### config.mk
export PLATFORM = sky130hd
export DESIGN_NAME = cgra_sram_stream_master
export DESIGN_NICKNAME = d
export VERILOG_FILES = /design/src/rtl/cgra_sram_stream_master.sv
export SDC_FILE = /design/constraint.sdc
export NUM_CORES = 1
export LEC_CHECK = 0
export CORE_ASPECT_RATIO = 0.75
export CORE_UTILIZATION = 40
export CTS_CLUSTER_SIZE = 30
export DETAILED_ROUTE_END_ITERATION = 10
export HOLD_SLACK_MARGIN = 0.08
export PLACE_DENSITY = 0.67
export SLEW_MARGIN = 20
export SYNTH_ARGS = -nofsm -noshare
export SYNTH_HDL_FRONTEND = slang
export SYNTH_SLANG_ARGS = --single-unit
### constraint.sdc
create_clock -name clk_i -period 3.5 [get_ports clk_i]
set_input_delay 0.525 -clock clk_i [delete_from_list [all_inputs] [get_ports clk_i]]
set_output_delay 0.525 -clock clk_i [all_outputs]
set_load 0.01 [all_outputs]
### src/rtl/cgra_sram_stream_master.sv
// Streams a bank range out on valid/ready or fills it with a constant word; first req 1 cycle after start.
// Reads are credit-gated against a 2-entry output FIFO, so ready_i backpressure never stalls returning rdata.
module cgra_sram_stream_master #(
  parameter int unsigned NumWords = 1024,
  localparam int unsigned AddrWidth = $clog2(NumWords)
) (
  input  logic                 clk_i,
  input  logic                 rst_ni,
  input  logic                 start_i,
  input  logic                 mode_i,
  input  logic [AddrWidth-1:0] base_addr_i,
  input  logic [AddrWidth:0]   len_i,
  input  logic [31:0]          fill_data_i,
  output logic                 busy_o,
  output logic                 done_o,
  output logic                 req_o,
  output logic                 we_o,
  output logic [AddrWidth-1:0] addr_o,
  output logic [31:0]          wdata_o,
  output logic [3:0]           be_o,
  output logic                 set_retentive_o,
  input  logic [31:0]          rdata_i,
  output logic [31:0]          data_o,
  output logic                 valid_o,
  input  logic                 ready_i
);

  localparam logic [2:0] StIdle  = 3'd0;
  localparam logic [2:0] StRead  = 3'd1;
  localparam logic [2:0] StDrain = 3'd2;
  localparam logic [2:0] StFill  = 3'd3;
  localparam logic [2:0] StDone  = 3'd4;

  logic [2:0]           state_q;
  logic [AddrWidth-1:0] addr_q;
  logic [AddrWidth:0]   issue_cnt_q;
  logic [AddrWidth:0]   len_q;
  logic [31:0]          fill_q;
  logic                 inflight_q;

  logic [31:0]          fifo_mem_q [2];
  logic                 fifo_wr_ptr_q;
  logic                 fifo_rd_ptr_q;
  logic [1:0]           fifo_cnt_q;

  logic                 pop;
  logic [2:0]           pending;
  logic                 credit_ok;
  logic                 rd_issue;
  logic                 wr_issue;
  logic                 last_issue;
  logic                 drain_done;

  assign pop       = valid_o & ready_i;
  // Words already owed to the stream (buffered or returning next cycle) must leave room for one more.
  assign pending   = 3'(fifo_cnt_q) + 3'(inflight_q);
  assign credit_ok = pending < (3'd2 + 3'(pop));
  assign rd_issue  = (state_q == StRead) & credit_ok;
  assign wr_issue  = (state_q == StFill);
  assign last_issue = (issue_cnt_q == (len_q - 1'b1));
  // Finish in the cycle the last word leaves, not one cycle later.
  assign drain_done = ~inflight_q & (fifo_cnt_q == {1'b0, pop});

  assign req_o           = rd_issue | wr_issue;
  assign we_o            = wr_issue;
  assign addr_o          = req_o ? addr_q : '0;
  assign wdata_o         = wr_issue ? fill_q : 32'h0;
  assign be_o            = wr_issue ? 4'hF : 4'h0;
  assign set_retentive_o = 1'b0;
  assign busy_o          = (state_q != StIdle);
  assign done_o          = (state_q == StDone);

  assign valid_o = (fifo_cnt_q != 2'd0);
  assign data_o  = fifo_mem_q[fifo_rd_ptr_q];

  always_ff @(posedge clk_i or negedge rst_ni) begin
    if (!rst_ni) begin
      state_q     <= StIdle;
      addr_q      <= '0;
      issue_cnt_q <= '0;
      len_q       <= '0;
      fill_q      <= 32'h0;
      inflight_q  <= 1'b0;
    end else begin
      inflight_q <= rd_issue;
      case (state_q)
        StIdle: begin
          if (start_i) begin
            addr_q      <= base_addr_i;
            issue_cnt_q <= '0;
            len_q       <= len_i;
            fill_q      <= fill_data_i;
            if (len_i == '0) begin
              state_q <= StDone;
            end else if (mode_i) begin
              state_q <= StFill;
            end else begin
              state_q <= StRead;
            end
          end
        end
        StRead: begin
          if (rd_issue) begin
            addr_q      <= addr_q + 1'b1;
            issue_cnt_q <= issue_cnt_q + 1'b1;
            if (last_issue) begin
              state_q <= StDrain;
            end
          end
        end
        StFill: begin
          addr_q      <= addr_q + 1'b1;
          issue_cnt_q <= issue_cnt_q + 1'b1;
          if (last_issue) begin
            state_q <= StDone;
          end
        end
        StDrain: begin
          if (drain_done) begin
            state_q <= StDone;
          end
        end
        StDone: begin
          state_q <= StIdle;
        end
        default: begin
          state_q <= StIdle;
        end
      endcase
    end
  end

  // Returning rdata is always accepted; the issue credit guarantees a free slot.
  always_ff @(posedge clk_i or negedge rst_ni) begin
    if (!rst_ni) begin
      fifo_mem_q[0] <= 32'h0;
      fifo_mem_q[1] <= 32'h0;
      fifo_wr_ptr_q <= 1'b0;
      fifo_rd_ptr_q <= 1'b0;
      fifo_cnt_q    <= 2'd0;
    end else begin
      if (inflight_q) begin
        fifo_mem_q[fifo_wr_ptr_q] <= rdata_i;
        fifo_wr_ptr_q             <= ~fifo_wr_ptr_q;
      end
      if (pop) begin
        fifo_rd_ptr_q <= ~fifo_rd_ptr_q;
      end
      case ({inflight_q, pop})
        2'b10:   fifo_cnt_q <= fifo_cnt_q + 1'b1;
        2'b01:   fifo_cnt_q <= fifo_cnt_q - 1'b1;
        default: fifo_cnt_q <= fifo_cnt_q;
      endcase
    end
  end

endmodule

# Word-level counts from Yosys, hierarchy flattened

Cells that the tools add are included.

$add $sub $neg: 7
$mul: 0
Divide/modulo/power cells: 0
$lt $le $gt $ge: 4
Equality and inequality tests: 13
Shifts and indexed selects: 0
Multiplexer cells: 24
Bitwise logic cells: 9
Reductions and logical operators: 10

Operators with widths:

| operator                                            | number |
|---|---|
| 2-to-1 mux 32 bit                                   | 5 |
| bitwise mux 64 bit                                  | 1 |
| one-hot mux 11 bit (3 select lines)                 | 1 |
| demux 32 bit (select 1 bit)                         | 1 |
| 2-to-1 mux 10 bit                                   | 3 |
| one-hot mux 10 bit (3 select lines)                 | 1 |
| 2-to-1 mux 11 bit                                   | 2 |
| 2-to-1 mux 3 bit                                    | 6 |
| one-hot mux 3 bit (4 select lines)                  | 1 |
| adder 11 x 1 -> 11 bit, second input constant       | 1 |
| equality test 11 bit                                | 1 |
| zero test 11 bit                                    | 1 |
| subtractor 11 x 1 -> 11 bit, second input constant  | 1 |
| adder 10 x 1 -> 10 bit, second input constant       | 1 |
| inequality test 2 bit, second input constant        | 4 |
| equality test 3 x 2 -> 1 bit, second input constant | 2 |
| nonzero test 3 bit                                  | 2 |
| AND reduction 5 bit                                 | 1 |
| >= comparator 2 bit, second input constant          | 2 |
| 2-to-1 mux 4 bit                                    | 1 |
| inverter 1 -> 2 bit                                 | 2 |
| one-hot mux 2 bit (2 select lines)                  | 1 |
| nonzero test 2 bit                                  | 2 |
| adder 2 x 1 -> 3 bit                                | 1 |
| 19 further kinds                                    | 23 |

Bits in registers: 136
Bits in latches: 0
Memory bits (writable): 0
Memory bits (read-only): 0
Bits of input ports: 90
Memories kept: 0

# Logic depth before layout (Yosys ltp)

Depth in word-level cells: 7
Gate-level depth with buffers: 10
Mapped depth without buffers: 8

# Worst setup path before layout

OpenSTA, ideal clock, no wires.

Path type: register to register
Start: register len_q[0]
End: register state_q[1]
Library setup time: 0.128 ns
Arrival time: 2.396 ns
Required time: 3.372 ns
Path slack: 0.977 ns
Cell stages (with the launch flop): 11
Path buffers: 2
Clock period less this slack: 2.523 ns
Cell sequence: dfrtp_1 -> buf_6 -> inv_1 -> ha_1 -> or3b_1 -> buf_4 -> a2111oi_4 -> nor4_1 -> a311o_1 -> a41oi_2 -> mux2_1

Cells in the longest elaborated chain, start to end: 4
Elaborated cells on any way between the ends: 5
Classes of those cells: 1 x add/sub; 3 x eq/ne; 1 x reduce/logical

Ends and longest elaborated chain:

| what                                                                                     | RTL line | source |
|---|---|---|
| start: declaration                                                                       | 37       | `logic [AddrWidth:0] len_q;` |
| start signal: assignment                                                                 | 91       | `len_q <= len_i;` |
| subtractor 11 x 1 -> 11 bit *                                                            | 60       | `assign last_issue = (issue_cnt_q == (len_q - 1'b1));` |
| equality test 11 bit *                                                                   | 60       |  |
| inequality test 2 bit (no line) / inequality test 2 x 1 -> 1 bit (equally long branches) | -        |  |
| AND reduction 5 bit (no line) *                                                          | -        |  |
| end signal: assignment                                                                   | 78       | `state_q <= StIdle;` |
| end signal: assignment                                                                   | 94       | `state_q <= StDone;` |
| end signal: assignment                                                                   | 96       | `state_q <= StFill;` |
| end: declaration                                                                         | 34       | `logic [2:0] state_q;` |

Mark *: on every way between the ends. The rest lies on a longest branch, timed or not.
A chain may end at the register's enable or synchronous reset.

# Final worst setup path

Start: register fifo_cnt_q[0]
End: output addr_o[2]

Cells in the longest elaborated chain, start to end: 7
Elaborated cells on any way between the ends: 8
Classes of those cells: 2 x add/sub; 1 x order compare; 1 x mux; 3 x bitwise; 1 x reduce/logical

Ends and longest elaborated chain:

| what                         | RTL line | source |
|---|---|---|
| start: declaration           | 44       | `logic [1:0] fifo_cnt_q;` |
| start signal: assignment     | 150      | `2'b10: fifo_cnt_q <= fifo_cnt_q + 1'b1;` |
| start signal: assignment     | 151      | `2'b01: fifo_cnt_q <= fifo_cnt_q - 1'b1;` |
| start signal: assignment     | 152      | `default: fifo_cnt_q <= fifo_cnt_q;` |
| nonzero test 2 bit           | 73       | `assign valid_o = (fifo_cnt_q != 2'd0);` |
| bitwise AND 1 bit            | 54       | `assign pop = valid_o & ready_i;` |
| adder 2 x 1 -> 3 bit         | 57       | `assign credit_ok = pending < (3'd2 + 3'(pop));` |
| less-than comparator 3 bit * | 57       |  |
| bitwise AND 1 bit *          | 58       | `assign rd_issue = (state_q == StRead) & credit_ok;` |
| OR 1 bit *                   | 64       | `assign req_o = rd_issue \| wr_issue;` |
| 2-to-1 mux 10 bit *          | 66       | `assign addr_o = req_o ? addr_q : '0;` |
| end: declaration             | 18       | `output logic [AddrWidth-1:0] addr_o,` |

Marked as above.

==> reports/summary.txt <==
Outcome = finished, final reports clean
CP endpoint kind = output pin
GPL Wtd Cong = 0.8275
Worst setup margin = 0.3349 ns
Global Route Usage Sum = 0.2065
Ys async rst share = 1.000
Distinct cell type count after synthesis = 52
Internal = 5.727 mW
Gr ovfl total = 0
TritonRoute pass-1 iters = 7
Crit path kind = flop to output pin
Post-CTS setup buffer count = 0
Sum Neg Setup Slack = 0 ns
CP Max Fanout = 10
Final setup vio count = 0
Root Buffer = clkbuf_16
Ys flop type = dfrtp_1
VDD IR max = 0.3502 mV
Leading area contributor after synthesis = dfrtp_1
First-pass GRT wire length = 28660 um
Mapped Nets = 754
Yosys reg bits = 136
PwrDens = 977.7 nW/um^2
CTS Hold Bufs = 0
Static Leak = 4.039 nW
Total wire length = 17420 um
Worst setup SP type = flop
Slew @ Worst Pin = 1.018 ns
Fillers = 1386
Final Slew Violations = 0
Width of the die = 152.7 um
Syn_area_per_cell = 10.35 um^2
H-tree depth = 4
Relative slew slack = 0.3197
# rows = 40
I/O pins = 174
Max Cap Violations = 0
Full die area = 17560 um^2
CTS resizes = 0
Final ANT Viol Nets = 0
Post-synth top area share = 0.4996
Post-synthesis cell area = 6812 um^2
# clock sinks = 136
CP Data Arrival Time = 2.64 ns
Initial antenna violation count = 0
Sequential share of power = 0.322
Post-Synthesis Cells = 658
Worst-path clk slew = 0.06 ns
Final Skew = 0.009033 ns
Synth top area cells = dfrtp_1 (50%), mux2_2 (16%), nand2_1 (7.8%)
Top cells by count, synth = nand2_1 (141), dfrtp_1 (136), mux2_2 (97), and3_1 (44), clkbuf_1 (29)
Number of global-route vias before repair = 5596
Hold violation count in the final report = 0
Number of flops mapped to enable cells by yosys = 0
RSZ-0062 raised after global routing = false
Die Y = 115.0 um
Sw Ratio = 0.3645
Post-layout min period = 3.165 ns
Core Box Area = 16320 um^2
Clk_lat worst skew = 0.42 ns
Synth warn = 0
Drt via density = 5.254
Setup slack at placement = 0.4541 ns
Largest net degree at the start of global routing = 137
Final net count = 909
Combinational power share = 0.493
Initial Util = 0.4175
Psw = 3.284 mW
Antenna cells = 0
Peak Freq = 315.9 MHz
CTS tree = done
Iteration-0 DRC Markers = 367
Seq/Total Area, Yosys = 0.4996
Routed via count = 5433
Critical Path RT = 2.97 ns
Area growth syn-to-layout = 35.30%
Clock power frac = 0.185
Layout cells sized above 1 = 0.1784
I/O Buffers = 172
Fin crit share = 0.9043
Detail Placement HPWL = 11790 um
Drt wl/cell = 16.85 um
Hold Crit Class = input pin to asynchronous set/reset pin
Cts bufs inserted = 17
Top-count cell post-synth = nand2_1
DRC = 0
Maximum clock path buffer count = 2
[power groups by stage]
stage / registers [mW] / logic (mW) / clock network (mW)
floorplan: 2.68 / 2.86 / 0
global placement: 2.86 / 4.37 / 0
detailed placement: 2.91 / 4.46 / 0
CTS: 2.89 / 4.49 / 1.71
global route: 3.00 / 4.83 / 1.79
finish: 2.90 / 4.44 / 1.67
[worst paths after layout]
| kind | startpoint | end | slack [ns] | cells past startpoint |
|---|---|---|---|---|
| worst min register to register | fill_q[21] | fill_q[21] | 0.47 | 2 |
| min in group clk_i | fill_q[21] | fill_q[21] | 0.47 | 2 |
| max in group asynchronous | rst_ni | state_q[1] | 2.68 | 2 |
| worst min-delay path | rst_ni | fill_q[10] | 0.11 | 2 |
| worst max register to register | len_q[0] | state_q[1] | 0.78 | 8 |
| worst max-delay path | fifo_cnt_q[0] | addr_o[2] | 0.33 | 7 |
[state kept, by name (all words and copies together), names as in the netlist]
register / flops
fifo_rd_ptr_q: 1
fifo_cnt_q: 2
addr_q: 10
fifo_wr_ptr_q: 1
len_q: 11
fill_q: 32
inflight_q: 1
fifo_mem_q: 64
state_q: 3
issue_cnt_q: 11
[cell usage in the layout, fill, tap and decap left out, types with 4 or more instances in the layout]
cell | Yosys | routed
xor2_1 | 9 | 9
nor4_1 | 10 | 10
o21ai_0 | 10 | 10
mux2_2 | 97 | 97
a221o_1 | 4 | 4
nand2_1 | 141 | 141
clkdlybuf4s50_1 | 0 | 171
o31ai_1 | 5 | 5
nor3_1 | 19 | 18
o22ai_1 | 4 | 4
buf_4 | 9 | 12
nor2_1 | 20 | 19
inv_1 | 9 | 9
o41ai_1 | 4 | 4
xnor2_1 | 14 | 14
clkbuf_16 | 0 | 17
and3_1 | 44 | 44
nand4_1 | 4 | 4
dfrtp_1 | 136 | 136
a21oi_1 | 14 | 14
ha_1 | 6 | 6
nand3_1 | 12 | 12
or4_1 | 4 | 4
[through the flow]
stage | power [mW] | area [um^2] | utilization | instances | hold WS [ns]
after CTS | 9.095 | 9216 | 0.5649 | 1034 | 0.2461
after floorplan | 5.533 | 6812 | - | 658 | 0.2294
final | 9.011 | 9216 | 0.5649 | 1034 | 0.1058
after global routing | 9.616 | 9216 | 0.5649 | 1034 | 0.2368
after detailed placement | 7.369 | 8671 | 0.5314 | 1004 | 0.4579
after global placement | 7.227 | 8671 | 0.5314 | 1004 | 0.4504
[layout make-up]
cell class,instances,area [um^2],share of cell area
Tap cell,210,262.8,0.02851
Inverter,9,33.78,0.003665
Sequential cell,136,3403,0.3693
Multi-Input combinational cell,465,3149,0.3417
Timing Repair Buffer,184,1822,0.1977
Clock inverter,11,102.6,0.01113
Clock buffer,19,442.9,0.04806
[critical path: stages (launching register included)]
cell	delay, ns
dfrtp_1	0.44
ha_1	0.21
ha_1	0.26
o21ai_1	0.15
a21o_1	0.17
nand2_1	0.22
nor2_1	0.20
clkdlybuf4s50_1	0.56
[logic make-up (layout without fill, tap and decap cells)]
logic type / Yosys count / count (layout) / share of synthesized area
simple gates: 273 / 273 / 0.1901
other cells: 1 / 1 / 0.0005505
flops: 136 / 136 / 0.4996
buf+inv: 57 / 223 / 0.03986
xor+xnor: 23 / 23 / 0.02957
compound gates: 64 / 64 / 0.06723
mux: 98 / 98 / 0.1620
fa+ha+maj: 6 / 6 / 0.01102
[routing by layer]
metal,vias up,track usage,wire length [um]
met5,-,0,0
met4,0,0.06667,200
met3,16,0.07162,1334
met2,174,0.3358,8267
met1,2641,0.2598,7616
li1,2602,-,-
(Power assumes the default switching activity.)
